==> config.mk <==
export PLATFORM = sky130hd
export DESIGN_NAME = spike_rate_decoder
export DESIGN_NICKNAME = d
export VERILOG_FILES = /design/src/rtl/spike_rate_decoder.sv
export SDC_FILE = /design/constraint.sdc
export NUM_CORES = 1
export LEC_CHECK = 0
export CAP_MARGIN = 30
export CORE_MARGIN = 2
export CORE_UTILIZATION = 55
export CTS_BUF_LIST = sky130_fd_sc_hd__clkbuf_2
export DETAILED_ROUTE_END_ITERATION = 8
export PLACE_DENSITY_LB_ADDON = 0.1
export SYNTH_ARGS = -nofsm -noshare
export SYNTH_HDL_FRONTEND = slang
export SYNTH_SLANG_ARGS = --single-unit
export TNS_END_PERCENT = 100
==> constraint.sdc <==
create_clock -name clk -period 3.1 [get_ports clk]
set_clock_uncertainty 0.1 [all_clocks]
set_input_delay 0.62 -clock clk [delete_from_list [all_inputs] [get_ports clk]]
set_output_delay 0.62 -clock clk [all_outputs]
set_load 0.02 [all_outputs]
==> src/rtl/spike_rate_decoder.sv <==
`default_nettype none
// ============================================================================
//  Module   : spike_rate_decoder
//  Purpose  : Converts one-bit spike trains back into per-channel rate values.
//             Rising edges on each channel are counted over a programmable
//             window of clock cycles. At window end the counts are latched
//             into a snapshot, which is then streamed out one channel per beat
//             over a valid/ready interface.
//
//  Parameters
//    N_CH   number of spike channels (bit 0 of spike_in is channel 0)
//    CNT_W  width of each per-channel spike counter
//    WIN_W  width of the window-length counter
//
//  Ports
//    clk        in   clock, all logic on the rising edge
//    rst_n      in   asynchronous active-low reset
//    enable     in   counting enable; when low, window and counters clear
//    win_len    in   window length in cycles; 0 stops windows from closing
//    spike_in   in   spike levels from the neurons
//    out_valid  out  a snapshot beat is presented
//    out_ready  in   consumer accepts the current beat
//    out_ch     out  channel index of the current beat
//    out_count  out  spike count of out_ch in the snapshot
//    out_last   out  current beat is for channel N_CH-1
//    overrun    out  sticky: a completed window's snapshot was dropped
//
//  Build option
//    SPIKE_DEC_SAT_EN  when defined, counters and snapshot values saturate
//                      at 2^CNT_W-1; otherwise they wrap modulo 2^CNT_W.
//
//  Revision : 1.0  initial release
// ============================================================================
module spike_rate_decoder #(
    parameter int N_CH  = 6,
    parameter int CNT_W = 8,
    parameter int WIN_W = 16,
    localparam int CH_W = (N_CH > 1) ? $clog2(N_CH) : 1
) (
    input  logic             clk,
    input  logic             rst_n,
    input  logic             enable,
    input  logic [WIN_W-1:0] win_len,
    input  logic [N_CH-1:0]  spike_in,
    output logic             out_valid,
    input  logic             out_ready,
    output logic [CH_W-1:0]  out_ch,
    output logic [CNT_W-1:0] out_count,
    output logic             out_last,
    output logic             overrun
);

    localparam logic [WIN_W-1:0] c_win_one = WIN_W'(1);
    localparam logic [CH_W-1:0]  c_ch_one  = CH_W'(1);
    localparam logic [CH_W-1:0]  c_last_ch = CH_W'(N_CH - 1);

    typedef enum logic [0:0] {
        S_IDLE = 1'b0,
        S_SEND = 1'b1
    } state_t;

    state_t                     r_state;
    state_t                     w_state_nxt;

    logic [N_CH-1:0]            r_prev;
    logic [N_CH-1:0]            w_edge;

    logic [WIN_W-1:0]           r_win;
    logic                       w_run;
    logic                       w_term;

    logic [N_CH-1:0][CNT_W-1:0] r_cnt;
    logic [N_CH-1:0][CNT_W-1:0] w_cnt_inc;
    logic [N_CH-1:0][CNT_W-1:0] r_snap;

    logic [CH_W-1:0]            r_ch;
    logic [CH_W-1:0]            w_ch_nxt;
    logic                       w_load;
    logic                       w_ovr_set;
    logic                       r_overrun;
    logic                       w_hs;
    logic                       w_last_beat;

    // ------------------------------------------------------------------
    // Edge detection. The previous level is tracked regardless of enable
    // so that a level already high when counting starts is not seen as
    // a fresh edge.
    // ------------------------------------------------------------------
    assign w_edge = spike_in & ~r_prev;

    always_ff @(posedge clk or negedge rst_n) begin
        if (!rst_n) begin
            r_prev <= '0;
        end else begin
            r_prev <= spike_in;
        end
    end

    // ------------------------------------------------------------------
    // Window counter. A shortened win_len below the current count is not
    // caught until the counter wraps through 2^WIN_W back to win_len-1.
    // ------------------------------------------------------------------
    assign w_run  = enable & (win_len != '0);
    assign w_term = w_run & (r_win == (win_len - c_win_one));

    always_ff @(posedge clk or negedge rst_n) begin
        if (!rst_n) begin
            r_win <= '0;
        end else if (!enable) begin
            r_win <= '0;
        end else if (w_run) begin
            r_win <= w_term ? '0 : (r_win + c_win_one);
        end
    end

    // ------------------------------------------------------------------
    // Per-channel count plus this cycle's edge. The same value feeds the
    // running counter and the snapshot, so an edge landing on the
    // terminal cycle belongs to the window that is closing.
    // ------------------------------------------------------------------
    for (genvar gi = 0; gi < N_CH; gi++) begin : g_ch_inc
`ifdef SPIKE_DEC_SAT_EN
        assign w_cnt_inc[gi] = (&r_cnt[gi]) ? r_cnt[gi]
                                            : (r_cnt[gi] + CNT_W'(w_edge[gi]));
`else
        assign w_cnt_inc[gi] = r_cnt[gi] + CNT_W'(w_edge[gi]);
`endif
    end

    always_ff @(posedge clk or negedge rst_n) begin
        if (!rst_n) begin
            r_cnt <= '0;
        end else if (!enable || w_term) begin
            r_cnt <= '0;
        end else if (w_run) begin
            r_cnt <= w_cnt_inc;
        end
    end

    always_ff @(posedge clk or negedge rst_n) begin
        if (!rst_n) begin
            r_snap <= '0;
        end else if (w_load) begin
            r_snap <= w_cnt_inc;
        end
    end

    // ------------------------------------------------------------------
    // Output FSM. The snapshot is only reloaded from IDLE or on the very
    // cycle the last beat is accepted; any other terminal cycle during
    // SEND loses its snapshot and raises the sticky overrun flag.
    // ------------------------------------------------------------------
    assign w_hs        = (r_state == S_SEND) & out_ready;
    assign w_last_beat = w_hs & (r_ch == c_last_ch);

    always_comb begin
        w_state_nxt = r_state;
        w_ch_nxt    = r_ch;
        w_load      = 1'b0;
        w_ovr_set   = 1'b0;
        case (r_state)
            S_IDLE: begin
                if (w_term) begin
                    w_load      = 1'b1;
                    w_ch_nxt    = '0;
                    w_state_nxt = S_SEND;
                end
            end
            S_SEND: begin
                if (w_last_beat) begin
                    // Channel index returns to 0 whether a new snapshot
                    // follows back-to-back or the FSM goes idle.
                    w_ch_nxt = '0;
                    if (w_term) begin
                        w_load = 1'b1;
                    end else begin
                        w_state_nxt = S_IDLE;
                    end
                end else begin
                    if (w_hs) begin
                        w_ch_nxt = r_ch + c_ch_one;
                    end
                    if (w_term) begin
                        w_ovr_set = 1'b1;
                    end
                end
            end
            default: begin
                w_state_nxt = S_IDLE;
                w_ch_nxt    = '0;
            end
        endcase
    end

    always_ff @(posedge clk or negedge rst_n) begin
        if (!rst_n) begin
            r_state   <= S_IDLE;
            r_ch      <= '0;
            r_overrun <= 1'b0;
        end else begin
            r_state   <= w_state_nxt;
            r_ch      <= w_ch_nxt;
            r_overrun <= r_overrun | w_ovr_set;
        end
    end

    // ------------------------------------------------------------------
    // Outputs. The count is forced to zero outside SEND so the bus is
    // quiet while idle; r_ch is already 0 whenever the FSM is idle.
    // ------------------------------------------------------------------
    assign out_valid = (r_state == S_SEND);
    assign out_ch    = r_ch;
    assign out_count = out_valid ? r_snap[r_ch] : '0;
    assign out_last  = out_valid & (r_ch == c_last_ch);
    assign overrun   = r_overrun;

endmodule
`default_nettype wire

# --- Yosys cells after proc, flatten, opt, wreduce, memory -nomap -nowiden ---
# Index checks and enable logic that the tools add are counted.
# Widths: inputs -> output; s select.
totals:
  register_bits: 123
  wordCells: 65
  output_inout_bits: 14
classes:
  n_lt_le_gt_ge: 1
  mux: 19
  n_reduce_logical: 5
  bitwise_logic: 9
  eq_ne: 5
  addsub: 9
op_table:
  columns: ["op", "count"]
  rows:
  - ["$mux 48", 2]
  - ["$add 8x1->8", 6]
  - ["$mux 16", 3]
  - ["$bmux 8 s3", 1]
  - ["$add 16x1->16 const B", 1]
  - ["$eq 16x16->1", 1]
  - ["$mux 8", 2]
  - ["$reduce_bool 16->1", 1]
  - ["$sub 16x1->16 const B", 1]
  - ["$mux 3", 3]
  - ["$and 6x6->6", 1]
  - ["$not 6->6", 1]
  - ["$pmux 3 s2", 1]
  - ["$and 1x1->1", 5]
  - ["$mux 1", 5]
  - ["$lt 3x4->1 const B", 1]
  - ["$pmux 1 s2", 2]
  - ["$add 3x1->3 const B", 1]
  - ["$eq 3x3->1 const B", 1]
  - ["$ne 3x1->1 const B", 1]
  - ["$ne 2x1->1 const B", 1]
  - ["$ne 2x2->1 const B", 1]
  - ["$reduce_and 2->1", 1]
  - ["$reduce_bool 2->1", 1]
  - ["other kinds (4)", 4]

# --- Logic depth before layout (Yosys ltp) ---
logic_depth:
  depth_word: 7
  ltp_mapped: 11
  ltp_nobuf: 9

# --- Least setup slack after synthesis ---
# Ideal clock, no wire load.
synth_path:
  kind: "input to register"
  start: "in win_len[8]"
  end: "reg r_cnt[35] (netlist bit)"
  t_required_ns: 2.879
  path_slack_ns: -0.214
  path_buffers: 2
  arrival_time_ns: 3.093
  stages: 9
  cell_sequence: "clkbuf_1 -> or4_1 -> or4_4 -> a21oi_2 -> o32ai_2 -> or4_1 -> buf_2 -> a31o_1 -> a22o_1"
synth_via:
  elab_chain_cells: 5
  word_cells_on_any_way: 8
  classes_between: "1 x add/sub; 1 x eq/ne; 1 x mux; 2 x bitwise; 3 x reduce/logical"
synth_rtl:
  columns: ["element", "line", "source"]
  rows:
  - ["start: declaration", "43", "input logic [WIN_W-1:0] win_len,"]
  - ["$sub 16x1->16 / $reduce_bool 16->1 (equally long branches)", "104, 103", null]
  - ["$eq 16x16->1 / $and 1x1->1 (equally long branches)", "104, 103", null]
  - ["$and 1x1->1", "104", "assign w_term = w_run & (r_win == (win_len - c_win_one));"]
  - ["$logic_or 1x1->1", "133", "end else if (!enable || w_term) begin"]
  - ["$mux 48 / $reduce_bool 2->1 (equally long branches)", null, null]
  - ["end signal: assignment", "136", "r_cnt <= w_cnt_inc;"]
  - ["end: declaration", "72", "logic [N_CH-1:0][CNT_W-1:0] r_cnt;"]
# Parallel ways exist; a longest one is shown, timed or not.
# A chain may end at the register's enable or synchronous reset.

# --- Worst setup path after layout ---
layout_path:
  start: "reg r_ch[0] (netlist: out_ch[0])"
  end: "out out_count[0]"
layout_via:
  elab_chain_cells: 3
layout_rtl:
  columns: ["element", "line", "source"]
  rows:
  - ["start: declaration", "76", "logic [CH_W-1:0] r_ch;"]
  - ["start signal: assignment", "202", "r_ch <= w_ch_nxt;"]
  - ["$bmux 8 s3", "213", "assign out_count = out_valid ? r_snap[r_ch] : '0;"]
  - ["$mux 8 (not written as such)", "213", null]
  - ["$mux 8", "213", null]
  - ["end: declaration", "48", "output logic [CNT_W-1:0] out_count,"]
# No other way between the ends. The select of a mux whose other input is x is not followed.

==> summary.md <==
| Metric | Value |
|---|---|
| Most instantiated flip-flop cell in the synthesis netlist | `sky130_fd_sc_hd__dfrtp_1` |
| Global placer's final weighted congestion | `0.884` |
| Critical path data arrival time | `2.37 ns` |
| Worst IR drop on VDD | `268 uV` |
| Post-synth ARST share | `100%` |
| Synthesized netlist cell count | `635` |
| Layout area overhead | `20.3%` |
| Upper clock frequency limit | `324 MHz` |
| Worst-case clock buffer depth | `2` |
| Initial Utilization | `56.6%` |
| Cell taking the most area after synthesis | `sky130_fd_sc_hd__dfrtp_1` |
| Count of final setup violators | `0` |
| Fraction of the mapped netlist area in compound gates | `10.7%` |
| Via Count | `5088` |
| Number of cells after detailed placement | `876` |
| Yosys cell types | `56` |
| Post-layout nets | `775` |
| Worst min path class | `in -> reg` |
| Delay of the slowest cell on the worst path | `0.53 ns` |
| Largest net degree at the start of global routing | `68` |
| Drt first-iter violations | `439` |
| First-pass GRT wire length | `26100 um` |
| Share of synthesized area occupied by flip-flops and latches | `44.9%` |
| Critical path's slowest cell | `sky130_fd_sc_hd__mux4_2` |
| TritonCTS Buffers | `17` |
| Leak Pwr | `3.95 nW` |
| HPWL reported at the end of detailed placement | `11300 um` |
| Mapped Nets | `678` |
| Clock-pin slew of the registers on the worst-case setup and hold paths | `0.19 ns` |
| Area share of xor/xnor cells in the synthesized design | `9.07%` |
| Largest fanout of any net on the critical path | `5` |
| Clock root buffer | `sky130_fd_sc_hd__clkbuf_2` |
| Crit path time final | `3.09 ns` |
| Via density per instance | `5.57` |
| Library cell with the highest instance count after synthesis | `sky130_fd_sc_hd__dfrtp_1` |
| Max transition margin | `41.3%` |
| Place WS | `-0.752 ns` |
| Area of the core | `12100 sq um` |
| Fraction of layout cells with a size suffix above 1 | `25.9%` |
| Number of nets still failing antenna checks after routing | `0` |
| Post-detailed-routing wire length | `15600 um` |
| Final count of hold timing violations | `0` |
| Status | `completed` |
| Register Area | `3080 sq um` |
| Number of pins exceeding their max-slew limit in the final report | `0` |
| Cell family contributing the most delay on the critical path | `multiplexers` |
| Number of cells in the finished layout apart from fillers | `913` |
| Setup Crit Path Kind | `reg -> out` |
| Endpoint type of the worst setup path | `output port` |
| Cell Area, Placed | `7940 sq um` |
| Total DRC errors in the routed layout | `0` |
| Count of inserted antenna diode cells | `0` |
| Number of core rows | `40` |
| Deepest level of the CTS H-tree | `4` |
| TritonCTS clock tree | `yes` |
| Combinational family with the most area after synthesis | `simple AND/OR/NAND/NOR gates` |
| Setup ws final | `0.0142 ns` |
| Summed instance area of the synthesized netlist | `6860 sq um` |
| CTS Sinks | `123` |
| Area fraction of the dominant cell type after synthesis | `44.9%` |
| Worst EP required | `2.38 ns` |
| Number of warnings issued by yosys | `0` |
| Power density normalized to cell area | `345 nW/um^2` |
| Layout Cell Area excl Fill | `8250 sq um` |
| Count of boundary I/O pins | `40` |
| GRT Util Overall | `25.3%` |
| Post-synthesis register bit count | `123` |
| Count of flip-flops with a built-in enable after synthesis | `0` |
| Startpoint type of the worst setup path | `register` |
| Die boundary height | `116 um` |
| Die Footprint | `13400 sq um` |
| Total congestion overflow after global routing | `0` |
| Portion of netlist area occupied by mux cells | `12.9%` |
| Die Width | `116 um` |
| Period utilisation layout | `99.5%` |
| Cell type with the highest occurrence count on the critical path | `sky130_fd_sc_hd__buf_6` |
| Setup repair after global routing missed its margin | `yes` |
| Number of port buffers | `39` |
| Initial antenna violation count | `0` |
| Critical path buffers and inverters | `4` |
| Post-synthesis adder-cell area fraction | `3.10%` |
| Average footprint of a synthesized cell | `10.8 sq um` |
| Transition at the pin with the smallest max-transition slack | `0.880 ns` |
| Number of optimization iterations in the first detailed-route pass | `5` |
| Clock latency on the worst-skew pair | `0.69 ns` |
| Via count of the first global-routing pass | `5231` |
| Synth top area cells | `sky130_fd_sc_hd__dfrtp_1 45%, sky130_fd_sc_hd__xnor2_1 6.0%, sky130_fd_sc_hd__mux2_2 4.8%` |
| Wirelength per Cell | `17.1 um` |
| Fraction of the mapped netlist area in simple logic gates | `15.6%` |
| Number of filler cells placed in the layout | `974` |
| Area of combinational cells with multiple inputs | `3650 sq um` |
| Critical path cell sequence | `buf_12 -> buf_6 -> mux4_2 -> inv_2 -> o22ai_1 -> and2_1 -> buf_6` |
| Number of max-cap violations | `0` |
| Commonest cells post-synth | `123 x sky130_fd_sc_hd__dfrtp_1, 53 x sky130_fd_sc_hd__nor2_1, 47 x sky130_fd_sc_hd__xnor2_1` |
[path summary, 6_finish.rpt]
kind / from / endpoint / slack (ns) / cells after the start
max in group asynchronous: rst_n / r_cnt[13] / 1.70 / 3
hold reg to reg: r_snap[36] / r_snap[36] / 0.43 / 1
min in group asynchronous: rst_n / r_prev[4] / 0.44 / 2
hold / removal: spike_in[4] / r_prev[4] / 0.27 / 1
setup / recovery: out_ch[0] / out_count[0] / 0.01 / 7
setup reg to reg: r_win[7] / r_snap[10] / 0.25 / 8
[registers in the layout, indices dropped and copies added (netlist names)]
signal and count:
overrun 1, out_ch 3, r_cnt 48, r_prev 6
r_snap 48, out_valid 1, r_win 16
[cell families (layout without fill, tap and decap cells)]
family,after synthesis,count (layout)
mux,66,66
fa+ha+maj,17,17
xor+xnor,71,71
buf+inv,53,163
simple gates,205,205
flops,123,123
compound gates,100,100
[metrics by stage]
stage          total power [mW]  utilization [%]  hold WS [ns]  TNS [ns]
2_1_floorplan              1.78                -         0.224     -1.67
3_3_place_gp               1.92             65.6         0.386    -61.61
3_5_place_dp               1.93             65.6         0.394    -69.35
4_1_cts                    2.87             67.4         0.233   -0.0383
5_1_grt                    2.97             68.1         0.194    -0.251
6_report                   2.85             68.1         0.272         0
[routing by layer]
metal / up-vias / global-route usage, % / share of wire [%]
met2: 130 / 40.1 / 47
met5: - / 0 / 0
li1: 2474 / - / -
met4: 0 / 7.70 / 1.5
met3: 22 / 5.44 / 4.0
met1: 2462 / 35.2 / 48
[power breakdown]
| part | internal (mW) | switching, mW | total, mW |
|---|---|---|---|
| clock network | 0.373 | 0.573 | 0.947 |
| registers | 1.62 | 0.0166 | 1.64 |
| logic | 0.124 | 0.137 | 0.261 |
[area by class of cell]
cell class,instances,area share (%)
inverter,25,1.14
clock buffer,22,1.33
tap,168,2.55
clock inverter,10,1.21
multi-input combinational,459,44.3
sequential,123,37.4
timing repair buffer,106,12.1
[cells in the final DEF (no fill, tap or decap), drive strengths merged, types with 8 or more instances in the layout]
cell	netlist	layout
dfrtp	123	123
buf	15	73
nor2	54	54
xnor2	47	47
mux2	47	47
a22o	36	36
nand2	36	36
nand3	30	30
clkdlybuf4s50	0	29
o21ai	29	29
inv	25	25
xor2	24	24
clkbuf	13	24
ha	17	17
nor2b	13	13
mux2i	11	11
and2	10	10
mux4	8	8
o22ai	8	8
and3	8	8
a21oi	8	8
[worst register-to-register path, delay by kind of cell, from the launching register on]
family	cells	cell delay, ns
multiplexers	1	0.32
AO/OA/AOI/OAI	1	0.10
flip-flops	1	0.37
AND/OR/NAND/NOR	5	1.60
buffers and inverters	1	0.25
[what timing repair did]
action	CTS	global route
setup buffers	2	0
hold buffers	1	0
endpoints found under the setup margin	13	52
endpoints found under the hold margin	65	0
gates cloned	0	2
gates resized for setup	33	24
No activity file was read; power rests on OpenSTA's default activity.
